--- src/rtl/lia_magnitude.sv ---
// rtl/lia_magnitude.sv - lock-in amplitude R = floor(sqrt(I^2 + Q^2)), bit-serial restoring root
module lia_magnitude #(
  parameter int IN_W  = 25,
  parameter int SUM_W = 2 * IN_W,
  parameter int CNT_W = 5
) (
  input  logic                   clk,
  input  logic                   rst,
  input  logic                   in_valid,
  input  logic signed [IN_W-1:0] i_in,
  input  logic signed [IN_W-1:0] q_in,
  output logic                   busy,
  output logic [IN_W-1:0]        mag,
  output logic                   mag_valid,
  output logic                   overrun
);

  // Partial remainder never exceeds 2*root+1 before the final shift, so IN_W+2 bits suffice.
  localparam int REM_W = IN_W + 2;

  typedef enum logic [2:0] {IDLE, SQUARE, SUM, ROOT, DONE} state_t;

  state_t                 state_q, state_d;
  logic signed [IN_W-1:0] i_lat_q, i_lat_d;
  logic signed [IN_W-1:0] q_lat_q, q_lat_d;
  logic [SUM_W-2:0]       isq_q, isq_d;
  logic [SUM_W-2:0]       qsq_q, qsq_d;
  logic [SUM_W-1:0]       rad_q, rad_d;
  logic [REM_W-1:0]       rem_q, rem_d;
  logic [IN_W-1:0]        root_q, root_d;
  logic [CNT_W-1:0]       cnt_q, cnt_d;
  logic [IN_W-1:0]        mag_q, mag_d;
  logic                   mag_valid_q, mag_valid_d;
  logic                   overrun_q, overrun_d;

  // Signed squares: -2^(IN_W-1) squares to 2^(2*IN_W-2), which still fits in SUM_W-1 bits.
  logic signed [SUM_W-2:0] i_prod, q_prod;
  logic [REM_W-1:0]        rem_sh, trial;

  assign i_prod = i_lat_q * i_lat_q;
  assign q_prod = q_lat_q * q_lat_q;
  assign rem_sh = (rem_q << 2) | REM_W'(rad_q[SUM_W-1 -: 2]);
  assign trial  = (REM_W'(root_q) << 2) | REM_W'(1);

  always_comb begin
    state_d     = state_q;
    i_lat_d     = i_lat_q;
    q_lat_d     = q_lat_q;
    isq_d       = isq_q;
    qsq_d       = qsq_q;
    rad_d       = rad_q;
    rem_d       = rem_q;
    root_d      = root_q;
    cnt_d       = cnt_q;
    mag_d       = mag_q;
    mag_valid_d = 1'b0;
    overrun_d   = in_valid && (state_q != IDLE);
    case (state_q)
      IDLE: begin
        if (in_valid) begin
          i_lat_d = i_in;
          q_lat_d = q_in;
          state_d = SQUARE;
        end
      end
      SQUARE: begin
        isq_d   = i_prod;
        qsq_d   = q_prod;
        state_d = SUM;
      end
      SUM: begin
        rad_d   = SUM_W'(isq_q) + SUM_W'(qsq_q);
        rem_d   = '0;
        root_d  = '0;
        cnt_d   = CNT_W'(IN_W - 1);
        state_d = ROOT;
      end
      ROOT: begin
        rad_d = rad_q << 2;
        if (rem_sh >= trial) begin
          rem_d  = rem_sh - trial;
          root_d = (root_q << 1) | IN_W'(1);
        end else begin
          rem_d  = rem_sh;
          root_d = root_q << 1;
        end
        if (cnt_q == '0) state_d = DONE;
        else             cnt_d   = cnt_q - 1'b1;
      end
      DONE: begin
        mag_d       = root_q;
        mag_valid_d = 1'b1;
        state_d     = IDLE;
      end
      default: state_d = IDLE;
    endcase
  end

  always_ff @(posedge clk or posedge rst) begin
    if (rst) begin
      state_q     <= IDLE;
      i_lat_q     <= '0;
      q_lat_q     <= '0;
      isq_q       <= '0;
      qsq_q       <= '0;
      rad_q       <= '0;
      rem_q       <= '0;
      root_q      <= '0;
      cnt_q       <= '0;
      mag_q       <= '0;
      mag_valid_q <= 1'b0;
      overrun_q   <= 1'b0;
    end else begin
      state_q     <= state_d;
      i_lat_q     <= i_lat_d;
      q_lat_q     <= q_lat_d;
      isq_q       <= isq_d;
      qsq_q       <= qsq_d;
      rad_q       <= rad_d;
      rem_q       <= rem_d;
      root_q      <= root_d;
      cnt_q       <= cnt_d;
      mag_q       <= mag_d;
      mag_valid_q <= mag_valid_d;
      overrun_q   <= overrun_d;
    end
  end

  assign busy      = (state_q != IDLE);
  assign mag       = mag_q;
  assign mag_valid = mag_valid_q;
  assign overrun   = overrun_q;

endmodule

--- config.mk ---
export PLATFORM = sky130hd
export DESIGN_NAME = lia_magnitude
export DESIGN_NICKNAME = d
export VERILOG_FILES = /design/src/rtl/lia_magnitude.sv
export SDC_FILE = /design/constraint.sdc
export NUM_CORES = 2
export LEC_CHECK = 0
export BUFFER_PORTS_ARGS = -buffer_cell sky130_fd_sc_hd__buf_2
export CAP_MARGIN = 20
export CORE_UTILIZATION = 33
export CTS_CLUSTER_DIAMETER = 50
export CTS_CLUSTER_SIZE = 40
export DETAILED_ROUTE_END_ITERATION = 10
export PLACE_DENSITY = 0.54
export SLEW_MARGIN = 20
export SYNTH_ARGS = -nofsm -noshare
export SYNTH_HDL_FRONTEND = slang
export SYNTH_SLANG_ARGS = --single-unit
--- constraint.sdc ---
create_clock -name clk -period 10.7 [get_ports clk]
set_input_delay 2.14 -clock clk [delete_from_list [all_inputs] [get_ports clk]]
set_output_delay 2.14 -clock clk [all_outputs]
set_load 0.005 [all_outputs]
After elaboration in Yosys (flattened, before gate mapping)
Index checks and enable logic that the tools add are counted.

operators by class
  $add $sub $neg = 3
  multiply operators = 2
  order comparisons = 1
  eq/ne operators = 7
  multiplexer cells = 11
  bitwise logic cells = 1
  reductions and logical operators = 8

operator list
  kind                 count
  $pmux 25 s2          2
  $pmux 50 s2          1
  $mul 25x25->49       2
  $add 49x49->50       1
  $ge 27x27->1         1
  $or 27x2->27         1
  $mux 25              1
  $sub 25x25->25       1
  $pmux 3 s4           1
  $pmux 5 s2           1
  $eq 3x2->1 const B   2
  $mux 3               2
  $ne 2x2->1 const B   3
  $reduce_and 2->1     3
  $logic_not 5->1      1
  $mux 5               1
  $sub 5x1->5 const B  1
  $eq 3x1->1 const B   1
  $eq 3x3->1 const B   1
  $logic_not 3->1      1
  $reduce_bool 3->1    1
  $mux 1               2
  $reduce_bool 2->1    1
  $logic_and 1x1->1    1

word-level totals
  bits in registers = 283
  bits of input ports = 53
  output and inout bits = 28
  word-level logic and storage cells = 45

Logic depth before layout (Yosys ltp)
  depth in word-level cells = 4
  gate-level depth with buffers = 32
  depth with buffers taken out = 31

Worst setup path after synthesis
No wires, ideal clock.

  path type = register -> register
  start point = register q_lat_q[2]
  end point = register qsq_q[48]
  library setup time = 0.133 ns
  data arrival time = 7.307 ns
  required time = 10.567 ns
  path slack = 3.260 ns
  cell stages (with the launch flop) = 32
  buffers on the path = 2
  period minus slack after synthesis = 7.440 ns
  cell sequence = dfrtp_1 > clkbuf_1 > clkbuf_1 > nand2_1 > fa_1 > inv_1 > fa_1 > inv_1 > fa_1 > inv_1 > fa_1 > inv_1 > fa_1 > inv_1 > fa_1 > inv_1 > fa_1 > inv_1 > ha_1 > nand4_1 > nor2_1 > nand3_1 > nor3_1 > a211oi_1 > o41ai_1 > a21oi_1 > o31ai_1 > a21oi_1 > o21ai_0 > a21oi_1 > xnor2_1 > o21ai_0

between the ends
  longest elaborated chain between the ends = 1

ends and longest elaborated chain
  element                 line  RTL
  start, declared         25    logic signed [IN_W-1:0] q_lat_q, q_lat_d;
  start signal, assigned  116   q_lat_q <= q_lat_d;
  $mul 25x25->49          41    assign q_prod = q_lat_q * q_lat_q;
  end signal, assigned    118   qsq_q <= qsq_d;
  end, declared           27    logic [SUM_W-2:0] qsq_q, qsq_d;

Every way passes these cells.
A chain may end at the register's enable or synchronous reset.

Worst setup path in the final report
  start point = register q_lat_q[14]
  end point = register qsq_q[48]

Same word-level chain as after synthesis.

==> results.toml <==
[layout]
multiInputGateArea_um2 = 40600
layout_commonest_cell = "inv_1"
seqCellArea_um2 = 7030
layout-drive-gt1-share = 0.0582
final_cell_mix = "inv_1, fa_1, nand2_1"
syn_to_final_growth_pct = 8.51
final_area_um2 = 58300
fillers = 16434
nets = 7186
antenna_cells = 0

[sta]
timing.slew.headroom = 0.325
fmax_ghz = 0.112
fin_crit_ns = 8.92
setup_tns_ns = 0
hold_viol_final = 0
finalCritPeriodShare = 0.833
maxSlewViolCount = 0
grt_setup_unrepaired = "false"
setup-violations-final = 0
max_slew.worst_pin.slew_ns = 1.01
skew_ns = 0.0453

[floorplan]
start_util = 0.334
rows = 147
die_w_um = 406
dieHeight_um = 406
ios = 81
die_area_um2 = 164000
coreArea_um2 = 161000

[route]
wl_um = 132000
vias = 35900
postRouteAntennaNets = 0
wl_per_cell_um = 17.0
drc_errors = 0
first_iter_violations = 1587
firstDrtPassIters = 6
vias_per_cell = 4.63

[global_routing]
grt.met3_usage = 0.0143
use_met2 = 0.306
track_usage = 0.169
grt_pass1_vias = 40304
antenna_found_initial = 3
grt_max_degree = 166
grt-ovfl-total = 0
grt_pass1_wl_um = 219000
grtUsageMet1 = 0.219
gr-max-usage-layer = "met2"

[clock_tree]
cts_tree = "done"
ctsHoldBuffers = 0
cts_sinks = 281
clk_path_buf_depth = 3
cts-resized-gates = 0
cts_inserted_buffers = 46
root_buffer = "clkbuf_16"
clkLatencyLatePin_ns = 0.62
clkTransAtPathRegs_ns = 0.06
postCtsSetupRepairBufs = 0
cts-htree-levels = 2

[setup_path]
reg2reg_to = "qsq_q[48]"
cp-start-kind = "flip-flop"
worstPathRequired_ns = 11.17
worst_r2r_path_depth = 31
path_class = "reg -> reg"
slowest_delay_ns = 0.90
arrival_ns = 9.39
critical_path_peak_fanout = 18
crit_slowest_cell = "dfrtp_1"
critPathCaptureType = "flip-flop"
r2r_slack_ns = 1.78
r2r_start = "q_lat_q[14]"

[worst_hold_path]
min_path_type = "reg -> reg"
hold_depth = 2
whs_endpoint = "rad_q[29]"
holdCritStartpoint = "rad_q[29]"

[synth]
async_flop_share = 1.00
ys.flop_type = "dfrtp_1"
synth-edff-count = 0
ys_warn_count = 0
syn-num-nets = 7190
netlist_instances = 5565
ys_ff_latch = 281
syn_avg_cell_area_um2 = 9.66
synthesis.area_um2 = 53700
ys_seq_area_frac = 0.131
ys_types = 78

[placement]
placed_cell_area_um2 = 56700
dp_hpwl_um = 107000
port_buffers = 80
place_congestion = 0.838

[status]
outcome = "completed"

[run]
cap_violations = 0
## Yosys cell counts, types with 32 or more instances
cell type     n  area share
dfrtp_1     281        0.13
nor2_1      163       0.011
and3_1       37      0.0043
xor2_1       79       0.013
a21oi_1     171       0.016
and2_1      228       0.027
clkbuf_1    183       0.013
fa_1       1195        0.45
nand3_1      46      0.0043
o22ai_1      37      0.0043
nand2b_1     33      0.0038
ha_1        377       0.088
xnor2_1     124       0.020
a21o_1       85       0.012
mux2_2       57       0.012
nor2b_1      32      0.0037
nand2_1     551       0.038
o21ai_0     206       0.019
inv_1      1433        0.10
## critical path, delay by kind of cell, from the launching register on
| family | cells | cell delay [ns] |
|---|---|---|
| AOI/OAI and AO/OA | 12 | 2.67 |
| xor gates and xnor gates | 1 | 0.18 |
| adders and majority gates | 8 | 3.95 |
| and+or+nand+nor | 1 | 0.14 |
| DFF | 1 | 0.90 |
| buffers and inverters | 9 | 0.91 |
## how the worst max path moves through the flow
stage | slack [ns] | cells after the start | from | endpoint
after floorplan | 0.81 | 1 | rst | cnt_q[0]
after detailed placement | 1.87 | 31 | q_lat_q[14] | qsq_q[48]
final | 1.78 | 31 | q_lat_q[14] | qsq_q[48]
after global placement | 1.88 | 28 | q_lat_q[20] | qsq_q[48]
after CTS | 1.84 | 31 | q_lat_q[14] | qsq_q[48]
after global routing | 1.42 | 31 | q_lat_q[14] | qsq_q[48]
## cell families (layout without fill, tap and decap cells)
logic type / count (synthesis) / after routing / synth area share
buffers and inverters: 1637 / 1670 / 0.115
DFF: 281 / 281 / 0.131
and+or+nand+nor: 1155 / 1155 / 0.100
AOI/OAI and AO/OA: 654 / 654 / 0.0754
adders and majority gates: 1572 / 1572 / 0.533
muxes: 63 / 63 / 0.0131
xor gates and xnor gates: 203 / 203 / 0.0331
## final cells by class
class	instances	area share
Clock buffer	49	0.0199
Timing Repair Buffer	146	0.0157
Inverter	1439	0.0927
Multi-Input combinational cell	3647	0.696
Tap cell	2160	0.0463
Sequential cell	281	0.121
Clock inverter	36	0.00847
## sequential cells by signal (all words and copies together), names as in the netlist
| signal | flops |
|---|---|
| cnt_q | 5 |
| i_lat_q | 25 |
| isq_q | 48 |
| mag | 25 |
| mag_valid | 1 |
| overrun | 1 |
| q_lat_q | 25 |
| qsq_q | 48 |
| rad_q | 50 |
| rem_q | 25 |
| root_q | 25 |
| state_q | 3 |
## through the flow
step | setup slack, ns | util | std cells | hold WS (ns)
after floorplan | 0.809 | - | 5565 | 0.442
after global placement | 1.88 | 0.352 | 7672 | 0.463
after detailed placement | 1.87 | 0.352 | 7673 | 0.470
after CTS | 1.84 | 0.362 | 7758 | 0.484
after global routing | 1.42 | 0.362 | 7758 | 0.509
final | 1.78 | 0.362 | 7758 | 0.484
## metal layers
layer	vias to the layer above	routed length (um)
met5	-	0
met4	0	1990
met3	112	4210
met2	505	69100
met1	18598	56600
li1	16685	-
Power is left out: the tool's default activity adds up to more than one toggle a clock period on the data nets, which glitch-free logic cannot reach.
